==> src/rtl/accumulator_binary_commander_pkg.sv <==
// Shared definitions for the accumulator command initiator: op encoding and FSM states.
package accumulator_binary_commander_pkg;

    localparam logic [1:0] OP_ADD   = 2'b00;
    localparam logic [1:0] OP_SUB   = 2'b01;
    localparam logic [1:0] OP_LOAD  = 2'b10;
    localparam logic [1:0] OP_CLEAR = 2'b11;

    typedef enum logic [1:0] {
        IDLE    = 2'd0,
        ISSUE   = 2'd1,
        WAIT    = 2'd2,
        RESPOND = 2'd3
    } state_t;

endpackage

==> src/rtl/accumulator_binary_commander_quiet_counter.sv <==
// Post-reset quiet window: counts down from LOAD_VALUE after reset and
// reports quiet while any count remains, so stale done pulses from an
// operation interrupted by reset are absorbed.
module accumulator_binary_commander_quiet_counter #(
    parameter int unsigned LOAD_VALUE = 1
) (
    input  logic i_clock,
    input  logic i_reset_n,
    output logic o_quiet
);

    localparam int unsigned CW = (LOAD_VALUE < 1) ? 1 : $clog2(LOAD_VALUE + 1);
    localparam logic [CW-1:0] LOAD = CW'(LOAD_VALUE);

    logic [CW-1:0] r_count;

    // Load on reset, then count down once per cycle and stop at zero.
    always_ff @(posedge i_clock or negedge i_reset_n) begin
        if (!i_reset_n) begin
            r_count <= LOAD;
        end else if (r_count != '0) begin
            r_count <= r_count - CW'(1);
        end
    end

    assign o_quiet = (r_count != '0);

endmodule

==> src/rtl/accumulator_binary_commander.sv <==
// Initiator for the signed binary accumulator's pulse/done protocol.
// Takes one command at a time, issues exactly one single-cycle pulse,
// waits for the matching done and returns the captured result. Every
// output comes straight from a register.
module accumulator_binary_commander
    import accumulator_binary_commander_pkg::*;
#(
    parameter int unsigned WORD_WIDTH  = 8,
    parameter int unsigned ACC_LATENCY = 1
) (
    input  logic                  clock,
    input  logic                  reset_n,
    input  logic                  cmd_valid,
    output logic                  cmd_ready,
    input  logic [1:0]            cmd_op,
    input  logic [WORD_WIDTH-1:0] cmd_value,
    input  logic                  cmd_carry_in,
    output logic                  acc_clear,
    output logic                  acc_increment_valid,
    output logic                  acc_increment_add_sub,
    output logic                  acc_increment_carry_in,
    output logic [WORD_WIDTH-1:0] acc_increment_value,
    output logic                  acc_load_valid,
    output logic [WORD_WIDTH-1:0] acc_load_value,
    input  logic                  acc_clear_done,
    input  logic                  acc_increment_done,
    input  logic                  acc_load_done,
    input  logic [WORD_WIDTH-1:0] acc_accumulated_value,
    input  logic                  acc_carry_out,
    input  logic                  acc_signed_overflow,
    output logic                  rsp_valid,
    input  logic                  rsp_ready,
    output logic [1:0]            rsp_op,
    output logic [WORD_WIDTH-1:0] rsp_value,
    output logic                  rsp_carry_out,
    output logic                  rsp_overflow,
    output logic                  protocol_error
);

    state_t                r_state;
    state_t                w_state_next;
    logic                  w_accept;
    logic                  w_quiet;
    logic                  w_done_sel;
    logic                  w_done_any;
    logic                  w_done_multi;
    logic                  w_done_match;
    logic                  w_done_error;

    logic [1:0]            r_op;
    logic                  r_cmd_ready;
    logic                  r_clear;
    logic                  r_inc_valid;
    logic                  r_inc_add_sub;
    logic                  r_inc_carry_in;
    logic [WORD_WIDTH-1:0] r_inc_value;
    logic                  r_load_valid;
    logic [WORD_WIDTH-1:0] r_load_value;
    logic                  r_rsp_valid;
    logic [1:0]            r_rsp_op;
    logic [WORD_WIDTH-1:0] r_rsp_value;
    logic                  r_rsp_carry_out;
    logic                  r_rsp_overflow;
    logic                  r_protocol_error;

    accumulator_binary_commander_quiet_counter #(
        .LOAD_VALUE (ACC_LATENCY)
    ) u_quiet (
        .i_clock   (clock),
        .i_reset_n (reset_n),
        .o_quiet   (w_quiet)
    );

    // Pick the done pulse that completes the latched op.
    always_comb begin
        w_done_sel = 1'b0;
        case (r_op)
            OP_ADD, OP_SUB: w_done_sel = acc_increment_done;
            OP_LOAD:        w_done_sel = acc_load_done;
            default:        w_done_sel = acc_clear_done;
        endcase
    end

    // Done classification; everything is suppressed inside the quiet window.
    assign w_done_any   = acc_clear_done | acc_increment_done | acc_load_done;
    assign w_done_multi = (acc_clear_done & acc_increment_done) |
                          (acc_clear_done & acc_load_done) |
                          (acc_increment_done & acc_load_done);
    assign w_done_match = !w_quiet && (r_state == WAIT) && w_done_sel;
    assign w_done_error = !w_quiet && w_done_any &&
                          !((r_state == WAIT) && w_done_sel && !w_done_multi);

    // Next-state logic for the one-command-at-a-time handshake.
    always_comb begin
        w_state_next = r_state;
        w_accept     = 1'b0;
        case (r_state)
            IDLE: begin
                if (cmd_valid && r_cmd_ready) begin
                    w_accept     = 1'b1;
                    w_state_next = ISSUE;
                end
            end
            ISSUE:   w_state_next = WAIT;
            WAIT:    if (w_done_match) w_state_next = RESPOND;
            RESPOND: if (rsp_ready) w_state_next = IDLE;
            default: w_state_next = IDLE;
        endcase
    end

    // State register.
    always_ff @(posedge clock or negedge reset_n) begin
        if (!reset_n) begin
            r_state <= IDLE;
        end else begin
            r_state <= w_state_next;
        end
    end

    // Registered outputs: command latch, pulses, response capture and sticky error.
    always_ff @(posedge clock or negedge reset_n) begin
        if (!reset_n) begin
            r_op             <= OP_ADD;
            r_cmd_ready      <= 1'b0;
            r_clear          <= 1'b0;
            r_inc_valid      <= 1'b0;
            r_inc_add_sub    <= 1'b0;
            r_inc_carry_in   <= 1'b0;
            r_inc_value      <= '0;
            r_load_valid     <= 1'b0;
            r_load_value     <= '0;
            r_rsp_valid      <= 1'b0;
            r_rsp_op         <= OP_ADD;
            r_rsp_value      <= '0;
            r_rsp_carry_out  <= 1'b0;
            r_rsp_overflow   <= 1'b0;
            r_protocol_error <= 1'b0;
        end else begin
            r_cmd_ready  <= (w_state_next == IDLE);
            r_rsp_valid  <= (w_state_next == RESPOND);
            r_clear      <= w_accept && (cmd_op == OP_CLEAR);
            r_inc_valid  <= w_accept && ((cmd_op == OP_ADD) || (cmd_op == OP_SUB));
            r_load_valid <= w_accept && (cmd_op == OP_LOAD);
            if (w_accept) begin
                r_op           <= cmd_op;
                r_inc_add_sub  <= cmd_op[0] & ~cmd_op[1];
                r_inc_carry_in <= cmd_carry_in & ~cmd_op[1];
                r_inc_value    <= cmd_value;
                r_load_value   <= cmd_value;
            end
            if (w_done_match) begin
                r_rsp_op        <= r_op;
                r_rsp_value     <= acc_accumulated_value;
                r_rsp_carry_out <= acc_carry_out;
                r_rsp_overflow  <= acc_signed_overflow;
            end
            if (w_done_error) begin
                r_protocol_error <= 1'b1;
            end
        end
    end

    assign cmd_ready              = r_cmd_ready;
    assign acc_clear              = r_clear;
    assign acc_increment_valid    = r_inc_valid;
    assign acc_increment_add_sub  = r_inc_add_sub;
    assign acc_increment_carry_in = r_inc_carry_in;
    assign acc_increment_value    = r_inc_value;
    assign acc_load_valid         = r_load_valid;
    assign acc_load_value         = r_load_value;
    assign rsp_valid              = r_rsp_valid;
    assign rsp_op                 = r_rsp_op;
    assign rsp_value              = r_rsp_value;
    assign rsp_carry_out          = r_rsp_carry_out;
    assign rsp_overflow           = r_rsp_overflow;
    assign protocol_error         = r_protocol_error;

endmodule

==> config.mk <==
export PLATFORM = sky130hd
export DESIGN_NAME = accumulator_binary_commander
export DESIGN_NICKNAME = d
export VERILOG_FILES = /design/src/rtl/accumulator_binary_commander_pkg.sv /design/src/rtl/accumulator_binary_commander_quiet_counter.sv /design/src/rtl/accumulator_binary_commander.sv
export SDC_FILE = /design/constraint.sdc
export NUM_CORES = 1
export LEC_CHECK = 0
export CAP_MARGIN = 20
export CORE_MARGIN = 4
export CORE_UTILIZATION = 40
export CTS_CLUSTER_DIAMETER = 30
export DETAILED_ROUTE_END_ITERATION = 16
export PLACE_DENSITY = 0.85
export REMOVE_ABC_BUFFERS = 1
export SETUP_SLACK_MARGIN = 0.02
export SLEW_MARGIN = 0
export SYNTH_ARGS = -nofsm -noshare
export SYNTH_HDL_FRONTEND = slang
export SYNTH_SLANG_ARGS = --single-unit
==> constraint.sdc <==
create_clock -name clock -period 2.05 [get_ports clock]
set_input_delay 0.41 -clock clock [delete_from_list [all_inputs] [get_ports clock]]
set_output_delay 0.41 -clock clock [all_outputs]
set_load 0.1 [all_outputs]
Word level (Yosys, flattened, before mapping)
Cells that the tools add are included.
Word-level totals
  flip-flop bits (word level): 33
  bits of input ports: 28
  output and inout bits: 36
  logic and storage cells: 63
Operators by class
  $add $sub $neg: 1
  equality and inequality tests: 9
  multiplexer cells: 8
  bitwise operators: 10
  reduce and logical (&&, ||, !) cells: 19
Operators by type and width (count)
  2-bit == test, second input constant: 6
  1-bit logical AND: 10
  2-bit zero test: 4
  2-bit case mux with 4 select lines: 1
  2-bit by 1-bit == test with 1-bit output, second input constant: 3
  2-bit two-way mux: 3
  1-bit AND: 5
  1-bit OR: 4
  1-bit zero test: 3
  1-bit two-way mux: 3
  1-bit case mux with 2 select lines: 1
  2-bit OR reduction: 1
  1-bit logical OR: 1
  1-bit NOT: 1
  1-bit subtractor, second input constant: 1

Depth between registers and ports, before layout
Gate-level depths: netlist of the first run.
  depth in word-level cells: 7
  gate-level depth with buffers: 4

By module
From an unflattened synthesis of the first run, not the netlist that was laid out.
Second synthesis, totals
  cell total of the unflattened synthesis: 115
  area, all modules: 1347.5 um2
By module, submodules not included
  accumulator_binary_commander: instances 1, cells each 113, area each 1317.5 um2, seq. area each 800.8 um2
  accumulator_binary_commander_quiet_counter: instances 1, cells each 2, area each 30.0 um2, seq. area each 26.3 um2

Least setup slack after synthesis of the first run
No wires, ideal clock.
  path type: register to register
  start: register r_cmd_ready (netlist: cmd_ready)
  end: register r_load_value[0] (netlist: acc_load_value[0])
  library setup time: 0.068 ns
  data arrival time: 1.923 ns
  setup slack: 0.058 ns
  stages on the path, launching flop included: 5
  buffers on the path: 1
  cell sequence: dfrtp_1 nor4bb_1 buf_2 nand2_1 nand2_1
On the way
  word-level cells in the longest chain between the ends: 3
Ends and longest elaborated chain
  from (decl): RTL line accumulator_binary_commander.sv:51  | logic r_cmd_ready;
  from (signal assigned): RTL line accumulator_binary_commander.sv:139  | r_cmd_ready <= (w_state_next == IDLE);
  1-bit logical AND: RTL line accumulator_binary_commander.sv:99  | if (cmd_valid && r_cmd_ready) begin
  1-bit two-way mux: RTL line accumulator_binary_commander.sv:99
  1-bit two-way mux: RTL line accumulator_binary_commander.sv:97  | case (r_state)
  to (signal assigned): RTL line accumulator_binary_commander.sv:149  | r_load_value <= cmd_value;
  to (decl): RTL line accumulator_binary_commander.sv:58  | logic [WORD_WIDTH-1:0] r_load_value;
Every way passes these cells.
A chain may end at the register's enable or synchronous reset.

Final worst setup path of the first run
  start: input port acc_load_done
  end: register r_rsp_overflow (netlist: rsp_overflow)
On the way
  word-level cells in the longest chain between the ends: 2
Ends and longest elaborated chain
  from (decl): RTL line accumulator_binary_commander.sv:27  | input logic acc_load_done,
  1-bit case mux with 2 select lines: RTL line accumulator_binary_commander.sv:77  | case (r_op)
  1-bit logical AND: RTL line accumulator_binary_commander.sv:89  | assign w_done_match = !w_quiet && (r_state == WAIT) && w_done_sel;
  to (signal assigned): RTL line accumulator_binary_commander.sv:155  | r_rsp_overflow <= acc_signed_overflow;
  to (decl): RTL line accumulator_binary_commander.sv:63  | logic r_rsp_overflow;
Every way passes these cells.

==> metrics.cfg, run 1 <==
[run_status]
status = finished clean

[clock_tree]
cts.sinks = 33
ctsResizeCount = 0
cts_made_buffers = 5
cts_tree = yes
clockBufferDepth = 2
clk_latency_ps = 350
clk_pin_slew_ps = 100
htreeDepth = 2
cts_hold_buf = 0
cts-root-buf = clkbuf_4
post-cts-setup-buffer-count = 0

[floorplanning]
die_width_um = 66.04
die_h_um = 66.04
core_sq_um = 3128
initial_core_util = 0.4308
rows = 20
die_area_sq_um = 4361
ios = 64

[worst_setup_path]
crit_path_cell_trace = clkdlybuf4s50_1, mux2i_1, a2111oi_4, buf_12, mux2_2
cp-end-kind = flip-flop
crit_type = in2reg
slowest_delay_ps = 490
crit_path_start = acc_load_done
critPathLaunchType = primary input
arrival_ps = 2020
critPathSlowestCell = clkdlybuf4s50_1
crit_required_ps = 2290
crit_path_max_fanout = 12
r2r-start = r_state[0]$_DFF_PN0_

[global_route]
grtUsageTotal = 0.1559
antenna_found_initial = 0
grt_pass1_vias = 1049
globalRouteOverflowTotal = 0
grt_pass1_wl_um = 4864
grt_max_degree = 34

[final_layout]
layout.nets = 209
drive_above_1_share = 0.3736
synthToLayoutAreaGrowth_pct = 48.75
stdcell_count = 226
num_antenna_cells = 0

[sta]
finalHoldViolCount = 0
setup_viol = 0
min_period_ps = 1783
skew_ps = 10.06
slew_violations = 0
fmax_mhz = 560.8
tns_ps = 0
whs_ps = 456.6
finalCritPeriodShare = 0.8698
rsz0062_at_grt = false

[synth]
synth_cell_types = 25
ys_seq_area_frac = 0.6137
syn_avg_cell_area_sq_um = 11.72
synth_cells = 115
syn_area_sq_um = 1348
synth-seq-cells = 33
synth-warning-count = 0

[drt]
route.detailed.drc = 0
wirelength_um = 3184
firstDrtPassIters = 4
drt_iter0_drc = 41
num_vias = 1064
ant_nets = 0
wl_per_cell_um = 14.09
vias_per_cell = 4.708

[flow_run]
drv_cap = 0

[placed_design]
io_buffers = 63
dp_hpwl_um = 2439
gp_congestion = 0.7634
placed_cells = 218

[worst_hold_path]
hold_path_class = in2async

==> cells by family after synthesis <==
family,after synthesis,share of synthesized area
buffers and inverters,11,0.05942
AND/OR/NAND/NOR,52,0.1709
other,1,0.002783
flip-flops,33,0.6137
AO/OA/AOI/OAI,4,0.03808
multiplexers,13,0.1077
adder cells (fa/ha/maj),1,0.007428
==> worst max-delay path: cells and delay by family <==
kind	cells	cell delay (ps)
compound gates	1	450
buf+inv	2	680
mux	2	470
==> flip-flops by register name, indices dropped and copies added (netlist names), 2 cells and up <==
name,cells
r_state,2
acc_load_value,8
rsp_op,2
rsp_value,8
r_op,2
==> area by class of cell <==
type	instances	area [sq um]
Clock inverter	1	5.005
Tap cell	44	55.05
Timing Repair Buffer	70	605.6
Clock buffer	7	65.06
Sequential cell	33	827.0
Multi-Input combinational cell	71	446.7
Fill cell	245	1124
==> metrics by stage <==
stage / setup slack, ps / cell area, sq um / util
2_1_floorplan: -453.8 / 1267 / -
3_3_place_gp: -31.07 / 1934 / 0.6184
3_5_place_dp: -97.91 / 1934 / 0.6184
4_1_cts: 280.1 / 2004 / 0.6408
5_1_grt: 244.4 / 2004 / 0.6408
6_report: 266.9 / 2004 / 0.6408
==> cell usage after synthesis <==
cell type,instances,area [sq um]
or2_2,1,6.260
maj3_1,1,10.01
buf_4,8,60.06
conb_1,1,3.750
a2bb2oi_1,1,8.760
dfstp_2,1,26.28
nand3b_1,2,15.01
nor4bb_1,1,10.01
nand3_1,1,5.000
or3_2,1,7.510
nand2_1,35,131.4
mux2i_1,1,10.01
nor3_1,1,5.000
buf_6,1,11.26
clkbuf_1,1,3.750
nand4bb_1,1,11.26
and3_1,1,6.260
a211oi_1,1,7.510
dfrtp_1,32,800.8
buf_2,1,5.000
nand2b_1,1,6.260
nor2_1,7,26.28
o21a_1,1,7.510
mux2_2,12,135.1
a2111oi_4,1,27.53
==> worst paths after layout <==
kind                       depth (start not counted)                                end  slack [ps]
min in group clock                                 2  acc_increment_add_sub$_DFFE_PN0P_         480
setup / recovery                                   5           rsp_overflow$_DFFE_PN0P_         270
hold / removal                                     2  acc_increment_add_sub$_DFFE_PN0P_         460
max in group asynchronous                          2          u_quiet.o_quiet$_DFF_PN1_        1250
hold reg to reg                                    2  acc_increment_add_sub$_DFFE_PN0P_         480
setup reg to reg                                   4           rsp_overflow$_DFFE_PN0P_         320
==> metal layers <==
metal,track usage,vias to the layer above,part of all wire
met5,0,-,0
met2,0.2603,41,0.51
met4,0.1066,0,0.030
met1,0.1590,514,0.37
li1,-,500,-
met3,0.06122,9,0.096
==> layout by cell type (no fill, tap or decap), types with 2 or more instances in the layout <==
cell             count
clkbuf_8             2
nand3b_1             2
mux2_2              12
clkdlybuf4s50_1     27
nor2_1               7
nand2_1             35
dfrtp_1             32
clkbuf_4             5
buf_4               42
Power of run 1 is not shown: default switching activity piles up to over one toggle a cycle in this logic, so the estimate is an artifact.
==> run 2, diff against run 1 <==
==> constraint.sdc (replaced) <==
create_clock -name clock -period 1.8 [get_ports clock]
set_input_delay 0.36 -clock clock [delete_from_list [all_inputs] [get_ports clock]]
set_output_delay 0.36 -clock clock [all_outputs]
set_load 0.1 [all_outputs]
==> run 2 against run 1 <==
- final area grew 22%
- sequential share of layout area is 7.4 points lower
- register-to-register slack worse by 230 ps
- global-route usage grew 3.3 points
- clock skew shrank 5.8 ps
- critical path depth stayed put
- critical path type unchanged
- highest routed layer unchanged
==> metrics.cfg, run 2 (same netlist as run 1, synthesis figures left out) <==
[run_status]
status = finished clean

[sta]
finalHoldViolCount = 0
min_period_ps = 1731
postLayoutSetupSlackWorst_ps = 69.47
whs_ps = 434.3
rsz0062_at_grt = false
fmax_mhz = 577.9
tightest_slew_ps = 492.3
finalCritPeriodShare = 0.9614
setup_viol = 0
skew_ps = 4.288
tns_ps = 0
slew_headroom = 0.6671
slew_violations = 0

[drt]
route.detailed.drc = 0
wirelength_um = 3667
wl_per_cell_um = 16.23
num_vias = 1055
ant_nets = 0
firstDrtPassIters = 4
drt_iter0_drc = 39
vias_per_cell = 4.668

[placed_design]
place_ws_ps = -285.4
gp_congestion = 0.7750
io_buffers = 63
dp_hpwl_um = 2959

[final_layout]
final_common_cell = buf_12
n_fill_cell = 187
layout.nets = 210
drive_above_1_share = 0.3736
num_antenna_cells = 0
synthToLayoutAreaGrowth_pct = 81.71
final_cell_mix = buf_12 (37), nand2_1 (35), dfrtp_1 (31), clkdlybuf4s50_1 (27), mux2_2 (12)

[clock_tree]
post-cts-setup-buffer-count = 0
cts-root-buf = clkbuf_4
htreeDepth = 2
cts.sinks = 33
cts_tree = yes
cts_made_buffers = 5
clk_latency_ps = 330
clk_pin_slew_ps = 90
clockBufferDepth = 2

[floorplanning]
die_h_um = 66.04
initial_core_util = 0.4308
core_sq_um = 3128
die_width_um = 66.04
rows = 20
die_area_sq_um = 4361
ios = 64

[global_route]
grt_pass1_vias = 1192
globalRouteOverflowTotal = 0
grtUsageTotal = 0.1887
antenna_found_initial = 0
grt_max_degree = 34
grt_pass1_wl_um = 5899

[worst_setup_path]
crit_required_ps = 2020
cp-end-kind = flip-flop
arrival_ps = 1950
critPathLaunchType = primary input
crit_path_max_fanout = 14
crit_type = in2reg

[worst_hold_path]
hold_path_class = in2async

[flow_run]
drv_cap = 0

## run 2: per-stage QoR
step / cell area (sq um) / utilization / instances
final: 2449 / 0.7828 / 226
after CTS: 2447 / 0.7824 / 226
after detailed placement: 2392 / 0.7648 / 219
after global placement: 2392 / 0.7648 / 219
after floorplan: 1267 / - / 104
after global routing: 2449 / 0.7828 / 226
## run 2: final timing paths
check	start	to	slack, ps	depth (start not counted)
worst max-delay path	acc_load_done	rsp_value[5]$_DFFE_PN0P_	70	5
worst min-delay path	reset_n	acc_increment_add_sub$_DFFE_PN0P_	430	2
worst max register to register	r_state[0]$_DFF_PN0_	rsp_value[5]$_DFFE_PN0P_	90	4
worst min register to register	acc_increment_carry_in$_DFFE_PN0P_	acc_increment_carry_in$_DFFE_PN0P_	550	2
max in group asynchronous	reset_n	u_quiet.o_quiet$_DFF_PN1_	1030	2
min in group clock	acc_increment_carry_in$_DFFE_PN0P_	acc_increment_carry_in$_DFFE_PN0P_	550	2
## run 2: repair_timing
action | CTS | global route
hold buffers | 0 | 0
resized for setup | 0 | 1
setup endpoints to repair | 0 | 1
## run 2: final cells by class
type                    count  area (sq um)  share of cell area
clock buffers               7         55.05             0.02248
well taps                  44         55.05             0.02248
flip-flops and latches     33         828.3              0.3383
multi-input cells          71         446.7              0.1824
repair buffers             71          1064              0.4343
## run 2: routing by layer
metal  vias to the layer above  wire length [um]  global-route usage
met3                         6               282             0.08163
li1                        505                 -                   -
met4                         0                60             0.06853
met5                         -                 0                   0
met2                        37              2010              0.3392
met1                       507              1314              0.1926
## run 2: critical path, cell delays in order
cell	delay, ps
clkdlybuf4s50_1	500
mux2i_1	140
a2111oi_4	420
buf_12	190
mux2_2	340
Power of run 2 is left out for the same reason.
==> run 3, diff against run 2 <==
--- a/config.mk
+++ b/config.mk
@@ -6,11 +6,12 @@
 export NUM_CORES = 1
 export LEC_CHECK = 0
 export CAP_MARGIN = 20
+export CORE_ASPECT_RATIO = 1.1
 export CORE_MARGIN = 4
-export CORE_UTILIZATION = 40
+export CORE_UTILIZATION = 30
 export CTS_CLUSTER_DIAMETER = 30
 export DETAILED_ROUTE_END_ITERATION = 16
-export PLACE_DENSITY = 0.85
+export PLACE_DENSITY = 0.68
 export REMOVE_ABC_BUFFERS = 1
 export SETUP_SLACK_MARGIN = 0.02
 export SLEW_MARGIN = 0
==> run 3 against run 2 <==
- critical path depth did not move
- die area rose by 29%
- worst setup slack got worse by 6.1 ps
- sequential cell count did not move
- register-to-register slack got worse by 20 ps
- final area rose by 2.9%
- clock-buffer cell count did not move
- final cell count rose by 5.8%
- first-iteration DRC count rose by 18%
- via count rose by 1.8%
- routed wire length fell by 6.5%
- critical endpoint unchanged
- largest cell class unchanged
==> metrics.cfg, run 3 (same netlist as run 1, synthesis figures left out) <==
[final_layout]
final_common_cell = buf_12
final_cell_mix = buf_12 (36), nand2_1 (35), dfrtp_1 (31), clkdlybuf4s50_1 (25), mux2_2 (12)
num_antenna_cells = 0
layout.nets = 213
stdcell_count = 239
synthToLayoutAreaGrowth_pct = 86.91
drive_above_1_share = 0.3946

[clock_tree]
clockBufferDepth = 2
cts_made_buffers = 5
cts.sinks = 33
htreeDepth = 2
cts_hold_buf = 0
clk_latency_ps = 270
cts_tree = yes
cts-root-buf = clkbuf_8
clk_pin_slew_ps = 60

[worst_setup_path]
crit_path_cell_trace = clkdlybuf4s50_1, nor2_2, a2111oi_4, buf_4, mux2_2
crit_type = in2reg
cp.buffers_inverters = 2
arrival_ps = 1890
r2r-start = r_op[0]$_DFFE_PN0P_
critPathLaunchType = primary input
r2r_slack_ps = 70
critPathTopFamily = buffers and inverters
r2r_cells = 4
crit_path_max_fanout = 6
cp-end-kind = flip-flop
r2r-end = rsp_value[5]$_DFFE_PN0P_
crit_required_ps = 1960
critPathSlowestCell = clkdlybuf4s50_1
slowest_delay_ps = 520

[drt]
ant_nets = 0
wirelength_um = 3428
wl_per_cell_um = 14.34
route.detailed.drc = 0
drt_iter0_drc = 46
num_vias = 1074
firstDrtPassIters = 3
vias_per_cell = 4.494

[run_status]
status = finished clean

[floorplanning]
die_width_um = 71.90
ios = 64
die_area_sq_um = 5629
initial_core_util = 0.3122
rows = 25
die_h_um = 78.29
core_sq_um = 4317

[placed_design]
io_buffers = 63
placed_cells = 231
dp_hpwl_um = 2642
gp_congestion = 0.7259

[sta]
whs_ps = 506.7
finalHoldViolCount = 0
setup_viol = 0
min_period_ps = 1737
fmax_mhz = 575.8
finalCritPeriodShare = 0.9648
slew_violations = 0
rsz0062_at_grt = true
skew_ps = 2.611

[global_route]
grt_pass1_wl_um = 5678
antenna_found_initial = 0
grtUsageTotal = 0.1314
grt_pass1_vias = 1178
grt_max_degree = 34
globalRouteOverflowTotal = 0

[flow_run]
drv_cap = 0

[worst_hold_path]
hold_path_class = in2async

-- run 3: cell count changes in the layout (fill, tap and decap cells not counted), moves of 2 or more --
cell / change
clkbuf_4: -5
clkbuf_8: +5
buf_4: +3
clkdlybuf4s50_1: -2
dlygate4sd2_1: +2
-- run 3: what timing repair did --
item	CTS	global route
endpoints found under the hold margin	0	0
gates resized for setup	6	2
setup buffers	0	0
pin swaps	1	0
gates cloned	1	0
setup endpoints to repair	11	10
-- run 3: metal layers --
metal / wire [um] / track usage / part of all wire
met3: 167 / 0.04481 / 0.049
met2: 1973 / 0.2188 / 0.58
met1: 1227 / 0.1523 / 0.36
met5: 0 / 0 / 0
met4: 59 / 0.05639 / 0.017
-- run 3: final cells by class --
type,instances,area (sq um)
fillers,352,1798
repair buffers,74,1075
flip-flops and latches,33,828.3
multi-input cells,71,461.7
clock buffers,7,86.33
well taps,54,67.56
-- run 3: per-stage QoR --
step / area, sq um / setup slack, ps / setup TNS (ps) / util
3_5_place_dp: 2407 / -323.5 / -3995 / 0.5577
4_1_cts: 2515 / 49.27 / 0 / 0.5826
6_report: 2519 / 63.35 / 0 / 0.5835
2_1_floorplan: 1267 / -703.8 / -11010 / -
3_3_place_gp: 2407 / -252.9 / -3038 / 0.5577
5_1_grt: 2519 / -1.178 / -1.178 / 0.5835
-- run 3: how the worst max path moves through the flow --
| stage | from | to | cells after the start |
|---|---|---|---|
| floorplan | cmd_ready$_DFF_PN0_ | acc_load_valid$_DFF_PN0_ | 3 |
| global placement | acc_clear_done | rsp_value[2]$_DFFE_PN0P_ | 5 |
| detailed placement | acc_load_done | rsp_value[7]$_DFFE_PN0P_ | 5 |
| CTS | acc_increment_done | rsp_value[5]$_DFFE_PN0P_ | 5 |
| global route | r_op[0]$_DFFE_PN0P_ | rsp_value[6]$_DFFE_PN0P_ | 4 |
| finish | acc_increment_done | rsp_value[5]$_DFFE_PN0P_ | 5 |
-- run 3: worst register-to-register path, stage by stage (launching register included) --
cell and delay [ps]:
dfrtp_2 440, mux2i_4 210, a2111oi_4 410, buf_4 230
mux2_2 330
Power of run 3 is left out for the same reason.
